## config.mk

```make
export PLATFORM = sky130hd
export DESIGN_NAME = alu_rs
export DESIGN_NICKNAME = d
export VERILOG_FILES = /design/src/rtl/alu_rs.sv
export SDC_FILE = /design/constraint.sdc
export NUM_CORES = 1
export LEC_CHECK = 0
export CORE_ASPECT_RATIO = 0.8
export CORE_MARGIN = 2
export CORE_UTILIZATION = 65
export CTS_BUF_LIST = sky130_fd_sc_hd__clkbuf_8
export DETAILED_ROUTE_END_ITERATION = 10
export DONT_BUFFER_PORTS = 1
export GPL_ROUTABILITY_DRIVEN = 0
export PLACE_DENSITY_LB_ADDON = 0.25
export SLEW_MARGIN = 20
export SYNTH_ARGS = -nofsm -noshare
export SYNTH_HDL_FRONTEND = slang
export SYNTH_SLANG_ARGS = --single-unit
```

## constraint.sdc

```tcl
create_clock -name clk -period 5.85 [get_ports clk]
set_input_delay 1.755 -clock clk [delete_from_list [all_inputs] [get_ports clk]]
set_output_delay 1.755 -clock clk [all_outputs]
set_load 0.1 [all_outputs]
```

## src/rtl/alu_rs.sv

```systemverilog
// ALU reservation station: age-matrix oldest-ready select with
// writeback snooping for operand wakeup.
package alu_rs_pkg;

    typedef struct packed {
        logic [5:0]  rob_tag;
        logic [3:0]  op;
        logic [31:0] imm;
        logic        rd_used;
        logic [5:0]  prd;
        logic        rs1_used;
        logic [5:0]  prs1;
        logic        rs1_rdy;
        logic        rs2_used;
        logic [5:0]  prs2;
        logic        rs2_rdy;
    } rs_entry_t;

    typedef struct packed {
        logic       valid;
        logic       rd_used;
        logic [5:0] prd;
    } wb_pkt_t;

endpackage

module alu_rs
    import alu_rs_pkg::*;
#(
    parameter int DEPTH  = 8,
    parameter int NUM_WB = 2
) (
    input  logic                     clk,
    input  logic                     rst_n,
    input  logic                     flush_i,
    input  logic                     disp_valid_i,
    output logic                     disp_ready_o,
    input  rs_entry_t                disp_entry_i,
    input  wb_pkt_t [NUM_WB-1:0]     wb_i,
    output logic                     issue_valid_o,
    output rs_entry_t                issue_entry_o,
    output logic [$clog2(DEPTH):0]   count_o
);

    localparam int IW = $clog2(DEPTH);
    localparam int CW = IW + 1;

    logic [DEPTH-1:0] valid;
    logic [DEPTH-1:0] r1;
    logic [DEPTH-1:0] r2;
    logic [DEPTH-1:0] ready;
    logic [DEPTH-1:0] sel;
    rs_entry_t        ents [DEPTH];
    logic [DEPTH-1:0] age  [DEPTH];

    logic [IW-1:0]    slot;
    logic [CW-1:0]    cnt;
    logic             any_sel;
    logic             disp_fire;
    rs_entry_t        pick;

    function automatic logic woke(input logic [5:0] p);
        logic hit;
        hit = 1'b0;
        for (int k = 0; k < NUM_WB; k++) begin
            if (wb_i[k].valid && wb_i[k].rd_used && wb_i[k].prd == p) begin
                hit = 1'b1;
            end
        end
        return hit;
    endfunction

    always_comb begin
        ready = '0;
        cnt   = '0;
        slot  = '0;
        for (int i = 0; i < DEPTH; i++) begin
            ready[i] = valid[i]
                     && (!ents[i].rs1_used || r1[i])
                     && (!ents[i].rs2_used || r2[i]);
            cnt = cnt + CW'(valid[i]);
        end
        for (int i = DEPTH - 1; i >= 0; i--) begin
            if (!valid[i]) begin
                slot = IW'(i);
            end
        end
    end

    // An entry wins only if no older entry is also ready.
    always_comb begin
        sel  = '0;
        pick = '0;
        for (int i = 0; i < DEPTH; i++) begin
            sel[i] = ready[i];
            for (int j = 0; j < DEPTH; j++) begin
                if (j != i && ready[j] && age[j][i]) begin
                    sel[i] = 1'b0;
                end
            end
        end
        for (int i = 0; i < DEPTH; i++) begin
            if (sel[i]) begin
                pick = pick | ents[i];
            end
        end
    end

    assign any_sel       = |sel;
    assign issue_valid_o = any_sel && !flush_i;
    assign count_o       = cnt;
    assign disp_ready_o  = cnt < CW'(DEPTH);
    assign disp_fire     = disp_valid_i && disp_ready_o && !flush_i;

    always_comb begin
        issue_entry_o = pick;
        if (any_sel) begin
            issue_entry_o.rs1_rdy = 1'b1;
            issue_entry_o.rs2_rdy = 1'b1;
        end
    end

    always_ff @(posedge clk) begin
        if (!rst_n) begin
            valid <= '0;
            r1    <= '0;
            r2    <= '0;
            for (int i = 0; i < DEPTH; i++) begin
                age[i]  <= '0;
                ents[i] <= '0;
            end
        end else if (flush_i) begin
            valid <= '0;
            for (int i = 0; i < DEPTH; i++) begin
                age[i] <= '0;
            end
        end else begin
            for (int i = 0; i < DEPTH; i++) begin
                if (valid[i] && woke(ents[i].prs1)) begin
                    r1[i] <= 1'b1;
                end
                if (valid[i] && woke(ents[i].prs2)) begin
                    r2[i] <= 1'b1;
                end
                if (issue_valid_o && sel[i]) begin
                    valid[i] <= 1'b0;
                end
            end
            // New entry is youngest: its row clears, its column marks live entries.
            if (disp_fire) begin
                valid[slot] <= 1'b1;
                ents[slot]  <= disp_entry_i;
                r1[slot]    <= disp_entry_i.rs1_rdy || woke(disp_entry_i.prs1);
                r2[slot]    <= disp_entry_i.rs2_rdy || woke(disp_entry_i.prs2);
                age[slot]   <= '0;
                for (int j = 0; j < DEPTH; j++) begin
                    if (j != int'(slot)) begin
                        age[j][slot] <= valid[j];
                    end
                end
            end
        end
    end

endmodule

```

==> flow_summary.json <==
{
  "hpwl_microns": 53500,
  "start_kind": "register",
  "synth_edf_count": 504,
  "synth_top_family_by_area": "simple AND/OR/NAND/NOR gates",
  "hold_ws_ns": 0.474,
  "path_buf_inv": 2,
  "drt-initial-drc-count": 3438,
  "synth_area_sq_mm": 0.0291,
  "drt-vias-per-instance": 7.00,
  "tightest_slew_ns": 1.16,
  "fmax_ghz": 0.173,
  "io-pin-count": 156,
  "cts_sinks": 584,
  "r2r_start": "valid[6]",
  "cellPowerDensity_mw_per_mm2": 264,
  "clk_latency_ns": 0.71,
  "required_ns": 4.09,
  "synthToLayoutAreaGrowth_pct": 9.18,
  "drive_above_1_share_pct": 11.5,
  "drc": 0,
  "setup_viol_count_final": 0,
  "syn_avg_cell_area_sq_um": 11.2,
  "final_net_count": 2669,
  "die_area_sq_mm": 0.0464,
  "synthXorXnorAreaFrac_pct": 6.54,
  "maxCapViolations": 0,
  "final_cells": 3247,
  "die_h_microns": 193,
  "rsz0062_at_grt": "no",
  "timing.final.crit_share_pct": 98.6,
  "hp-start": "age[0][1]",
  "fin_setup_tns_ns": 0,
  "clk_pin_slew_worst_paths_ns": 0.06,
  "wl_microns": 93100,
  "grt_pass1_wl_microns": 137000,
  "crit_fanout": 24,
  "max_stage_delay_ns": 0.73,
  "async_flop_share_pct": 0,
  "avgRoutedWirePerCell_microns": 28.7,
  "leakage_uw": 0.0121,
  "yosys.area.top_type": "edfxtp_1",
  "dieWidth_microns": 240,
  "synthTopCellsByArea": "edfxtp_1, and2_1, dfxtp_1, and3_1, nand3_1",
  "io_buffers": 0,
  "place_inst": 3087,
  "rows": 69,
  "synth_cell_type_count": 63,
  "synthMuxAreaShare_pct": 0,
  "synth_ff_type": "edfxtp_1",
  "drtAntennaViolNets": 0,
  "period_needed_ns": 5.77,
  "vdd_ir_drop_max_uv": 212,
  "maxSlewHeadroom_pct": 22.4,
  "timing.setup.critical_path_class": "register to output port",
  "hold_viol_final": 0,
  "htree_num_levels": 3,
  "critical-path-top-delay-family": "simple AND/OR/NAND/NOR gates",
  "status": "completed",
  "slew_violations": 0,
  "synth_seq_cells": 584,
  "critPathSlowestCell": "and2_2",
  "skew_ns": 0.0348,
  "cts_setup_buffers": 0,
  "synth.top_cell.area_share_pct": 52.1,
  "cts_tree": "yes",
  "cp_data_arrival_time_ns": 4.01,
  "synth_nets": 2676,
  "synthSimpleGateAreaFrac_pct": 23.8,
  "core_area_sq_mm": 0.0443,
  "grt_use_total_pct": 40.2,
  "grt_max_degree": 129,
  "cts_root_buffer": "clkbuf_8",
  "hp-class": "register to register",
  "ys_seq_area_share_pct": 57.6,
  "antenna_found_initial": 4,
  "synthAdderAreaFrac_pct": 0.405,
  "clock_path_buffers": 3,
  "grt-ovfl-total": 0,
  "synth_compound_area_share_pct": 6.96,
  "path_cells": "nor2b_1 > nor3_1 > nor4_2 > and2_2 > buf_12 > a22oi_1 > nand4b_1 > buf_4",
  "yosys_warnings": 0,
  "cts_buffers": 91,
  "via_count": 22745,
  "start_util_pct": 65.6,
  "syn_inst": 2584,
  "first_pass_iters": 7,
  "first_global_vias": 22373,
  "critPathLaunch": "ents[6][7]",
  "critPathCaptureType": "output port"
}
==> synth_stat cells, drive strengths merged (2+ instances only) <==
cell,instances
a211oi,6
a21oi,40
a22oi,132
a31oi,14
a32oi,2
and2,332
and3,195
buf,117
clkbuf,121
dfxtp,80
edfxtp,504
fa,4
ha,3
inv,62
nand2,126
nand2b,2
nand3,232
nand3b,27
nand4,56
nand4b,22
nor2,70
nor2b,16
nor3,68
nor3b,3
nor4,42
nor4b,8
o2111a,15
o2111ai,29
o21a,11
o21ai,11
o22ai,3
o31ai,2
or2,2
xnor2,115
xor2,102
==> cell type report <==
| class | count | area, sq um |
|---|---|---|
| inverters | 62 | 233 |
| fillers | 3029 | 12600 |
| multi-input cells | 1700 | 11200 |
| diodes | 2 | 5.00 |
| well taps | 603 | 754 |
| clock buffers | 94 | 1290 |
| clock inverters | 64 | 348 |
| flip-flops and latches | 584 | 16700 |
| repair buffers | 138 | 1190 |
==> metrics by stage <==
stage | utilization (%) | instance area, sq um | setup WS [ns] | power, uW
finish | 71.6 | 31700 | 0.0818 | 8370
global route | 71.6 | 31700 | 0.0142 | 8570
CTS | 71.6 | 31700 | 0.275 | 8350
detailed placement | 67.9 | 30100 | 1.04 | 5210
floorplan | - | 29100 | 0.0519 | 5120
global placement | 67.9 | 30100 | 1.06 | 5190
==> worst paths after layout <==
check / endpoint / slack (ns) / cells after the start
setup / recovery: issue_entry_o[56] / 0.08 / 8
setup reg to reg: ents[6][29] / 1.05 / 11
hold reg to reg: age[0][1] / 0.47 / 1
hold / removal: age[0][1] / 0.47 / 1
==> power breakdown <==
group / switching, uW / internal, uW / total (uW) / leakage (uW)
clock network: 1650 / 1580 / 3230 / 0.000933
registers: 72.3 / 4660 / 4730 / 0.00582
logic: 279 / 129 / 408 / 0.00537
==> placed cells by master, fill, tap and decap left out, drive strengths merged, types with 8 or more instances in the layout <==
| master | n |
|---|---|
| nor4 | 42 |
| inv | 91 |
| xnor2 | 115 |
| and3 | 195 |
| dfxtp | 80 |
| a22oi | 132 |
| nand4 | 56 |
| and2 | 332 |
| nor3 | 68 |
| clkinv | 30 |
| o2111a | 15 |
| nand3 | 232 |
| nor4b | 8 |
| buf | 138 |
| nor2 | 70 |
| nor2b | 16 |
| xor2 | 102 |
| o21ai | 11 |
| nand3b | 27 |
| a21oi | 40 |
| o21a | 11 |
| o2111ai | 29 |
| clkbuf | 94 |
| nand4b | 22 |
| a31oi | 14 |
| edfxtp | 504 |
| nand2 | 126 |
==> sequential cells by signal (all words and copies together), names as in the netlist <==
| signal | count |
|---|---|
| valid | 8 |
| r1 | 8 |
| r2 | 8 |
| age | 56 |
| ents | 504 |
==> metal layers <==
layer,share of wire (%),track usage [%],vias up
met2,44,59.7,2082
li1,-,-,9367
met1,35,53.8,10896
met3,16,12.7,400
met4,4.8,20.1,0
met5,0,0,-
==> logic make-up after synthesis <==
logic type / Yosys count
flops: 584
xor+xnor: 217
simple gates: 1203
fa+ha+maj: 7
compound gates: 273
buf+inv: 300
==> what timing repair did <==
action | CTS | global route
endpoints found under the setup margin | 0 | 3
hold buffers | 0 | 0
gates resized for setup | 0 | 1
hold endpoints to repair | 0 | 0
(Power assumes the default switching activity.)
==> variant, RTL diff (same flow settings) <==
`NUM_WB`: 2 -> 1.
--- a/src/rtl/alu_rs.sv
+++ b/src/rtl/alu_rs.sv
@@ -28,7 +28,7 @@
     import alu_rs_pkg::*;
 #(
     parameter int DEPTH  = 8,
-    parameter int NUM_WB = 2
+    parameter int NUM_WB = 1
 ) (
     input  logic                     clk,
     input  logic                     rst_n,
Interface: changed (resized wb_i); port bits go from 156 to 148. The function was not compared with the original's and may differ.
==> variant against the unedited design <==
- setup slack better by 0.056 ns
- critical path type unchanged
- synthesized cell count down 10%
- count of clock-buffer cells in the layout unchanged
- final area down 2.0%
- first-iteration DRC count down 11%
- critical path depth down 1
- via count down 10%
- largest cell class unchanged
- sequential cell count unchanged
- power down 2.3%
- global-route usage down 3.1 points
- largest power group unchanged
- wire length down 10%
- maximum frequency up 0.98%
- synthesized area down 3.2%
==> variant: results (changes against the unedited design) <==
* Critical-path maximum fanout at 23 (-4.2%)
* Status: finished, final reports clean
* Worst EP arrival at 3.96 ns (-0.05 ns)
* First-pass GRT wire length at 124000 um (-9.1%)
* Largest cells by area after synthesis: edfxtp_1 54%, and2_1 8.6%, dfxtp_1 5.7%
* Number of buffer and inverter instances along the worst setup path at 1 (-1)
* Place WS at 0.823 ns (-0.215 ns)
* Worst relative slew slack at 23.5% (+1.1 points)
* Source-to-sink clock delay at the later pin of the worst-skew pair at 0.69 ns (-0.02 ns)
* Largest stage delay on the critical path at 0.71 ns (-0.02 ns)
* Clock Skew at 0.0392 ns (+0.00446 ns)
* Number of antenna violations at the first check in global routing at 0 (-4)
* Half-perimeter wire length of the detailed placement result at 48400 um (-9.5%)
* Vias per std cell at 6.88 (-1.8%)
* Part of the Yosys area used for sequential elements at 59.5% (+1.9 points)
* Post-synth top cells: 504 x edfxtp_1, 386 x and2_1, 246 x and3_1, 123 x a22oi_1, 102 x nand3_1
* Synthesized instance count at 2319 (-10%)
* Number of antenna diodes at 0 (-2)
* Number of global-route vias before repair at 20500 (-8.4%)
* FILL cells at 2867 (-5.3%)
* Initial DRC Count at 3072 (-11%)
* WHS Path Cells at 2 (+1)
* Pin count of the biggest net entering global routing at 161 (+25%)
* Largest vdd supply drop at 0.197 mV (-7.1%)
* Number of search-and-repair iterations in the first detailed-routing pass at 6 (-1)
* Total routed wirelength at 83300 um (-10%)
* Storage element area at 16700 um2 (about the same)
* Share of layout cells above drive strength 1 at 14.7% (+3.1 points)
* Layout Nets at 2420 (-9.3%)
variant: final cells by class:
class	instances	area share [%]
Clock buffer	94	4.16
Timing Repair Buffer	123	4.46
Clock inverter	70	1.01
Multi-Input combinational cell	1508	34.0
Sequential cell	584	53.8
Tap cell	560	2.25
Inverter	30	0.362
variant: kinds of logic (layout without fill, tap and decap cells):
family | after synthesis | count (layout) | synth area share (%)
simple gates | 1106 | 1106 | 23.4
flops | 584 | 584 | 59.5
compound gates | 286 | 286 | 9.36
buf+inv | 227 | 317 | 3.88
xor+xnor | 109 | 109 | 3.40
fa+ha+maj | 7 | 7 | 0.418
variant: what timing repair did:
item,CTS,global route
endpoints found under the setup margin,0,22
setup buffers,0,0
hold buffers,0,0
gates resized for setup,0,7
variant: path summary, 6_finish.rpt:
check	from	end	slack (ns)
max reg2reg	valid[0]	ents[7][63]	1.09
min	age[2][6]	age[2][6]	0.48
max	ents[3][15]	issue_entry_o[44]	0.14
min reg2reg	age[2][6]	age[2][6]	0.48
variant: power by group:
part,leakage [nW],internal [mW],switching [mW]
Clock,0.941,1.53,1.61
Combinational,5.55,0.0908,0.243
Sequential,5.86,4.65,0.0564
Total,12.3,6.27,1.91
variant: layer usage:
metal / vias to the layer above / routed length, um / track usage (%)
li1: 8596 / - / -
met1: 9911 / 30700 / 50.0
met2: 1632 / 37900 / 56.7
met3: 286 / 11500 / 10.5
met4: 0 / 3160 / 16.0
met5: - / 0 / 0
variant: worst reg2reg max path: cells and delay by family, from the launching register on:
kind            cells  cell delay [ns]
compound gates      2             0.54
buf+inv             3             0.45
fa+ha+maj           4             1.71
flops               1             0.41
simple gates        2             1.28
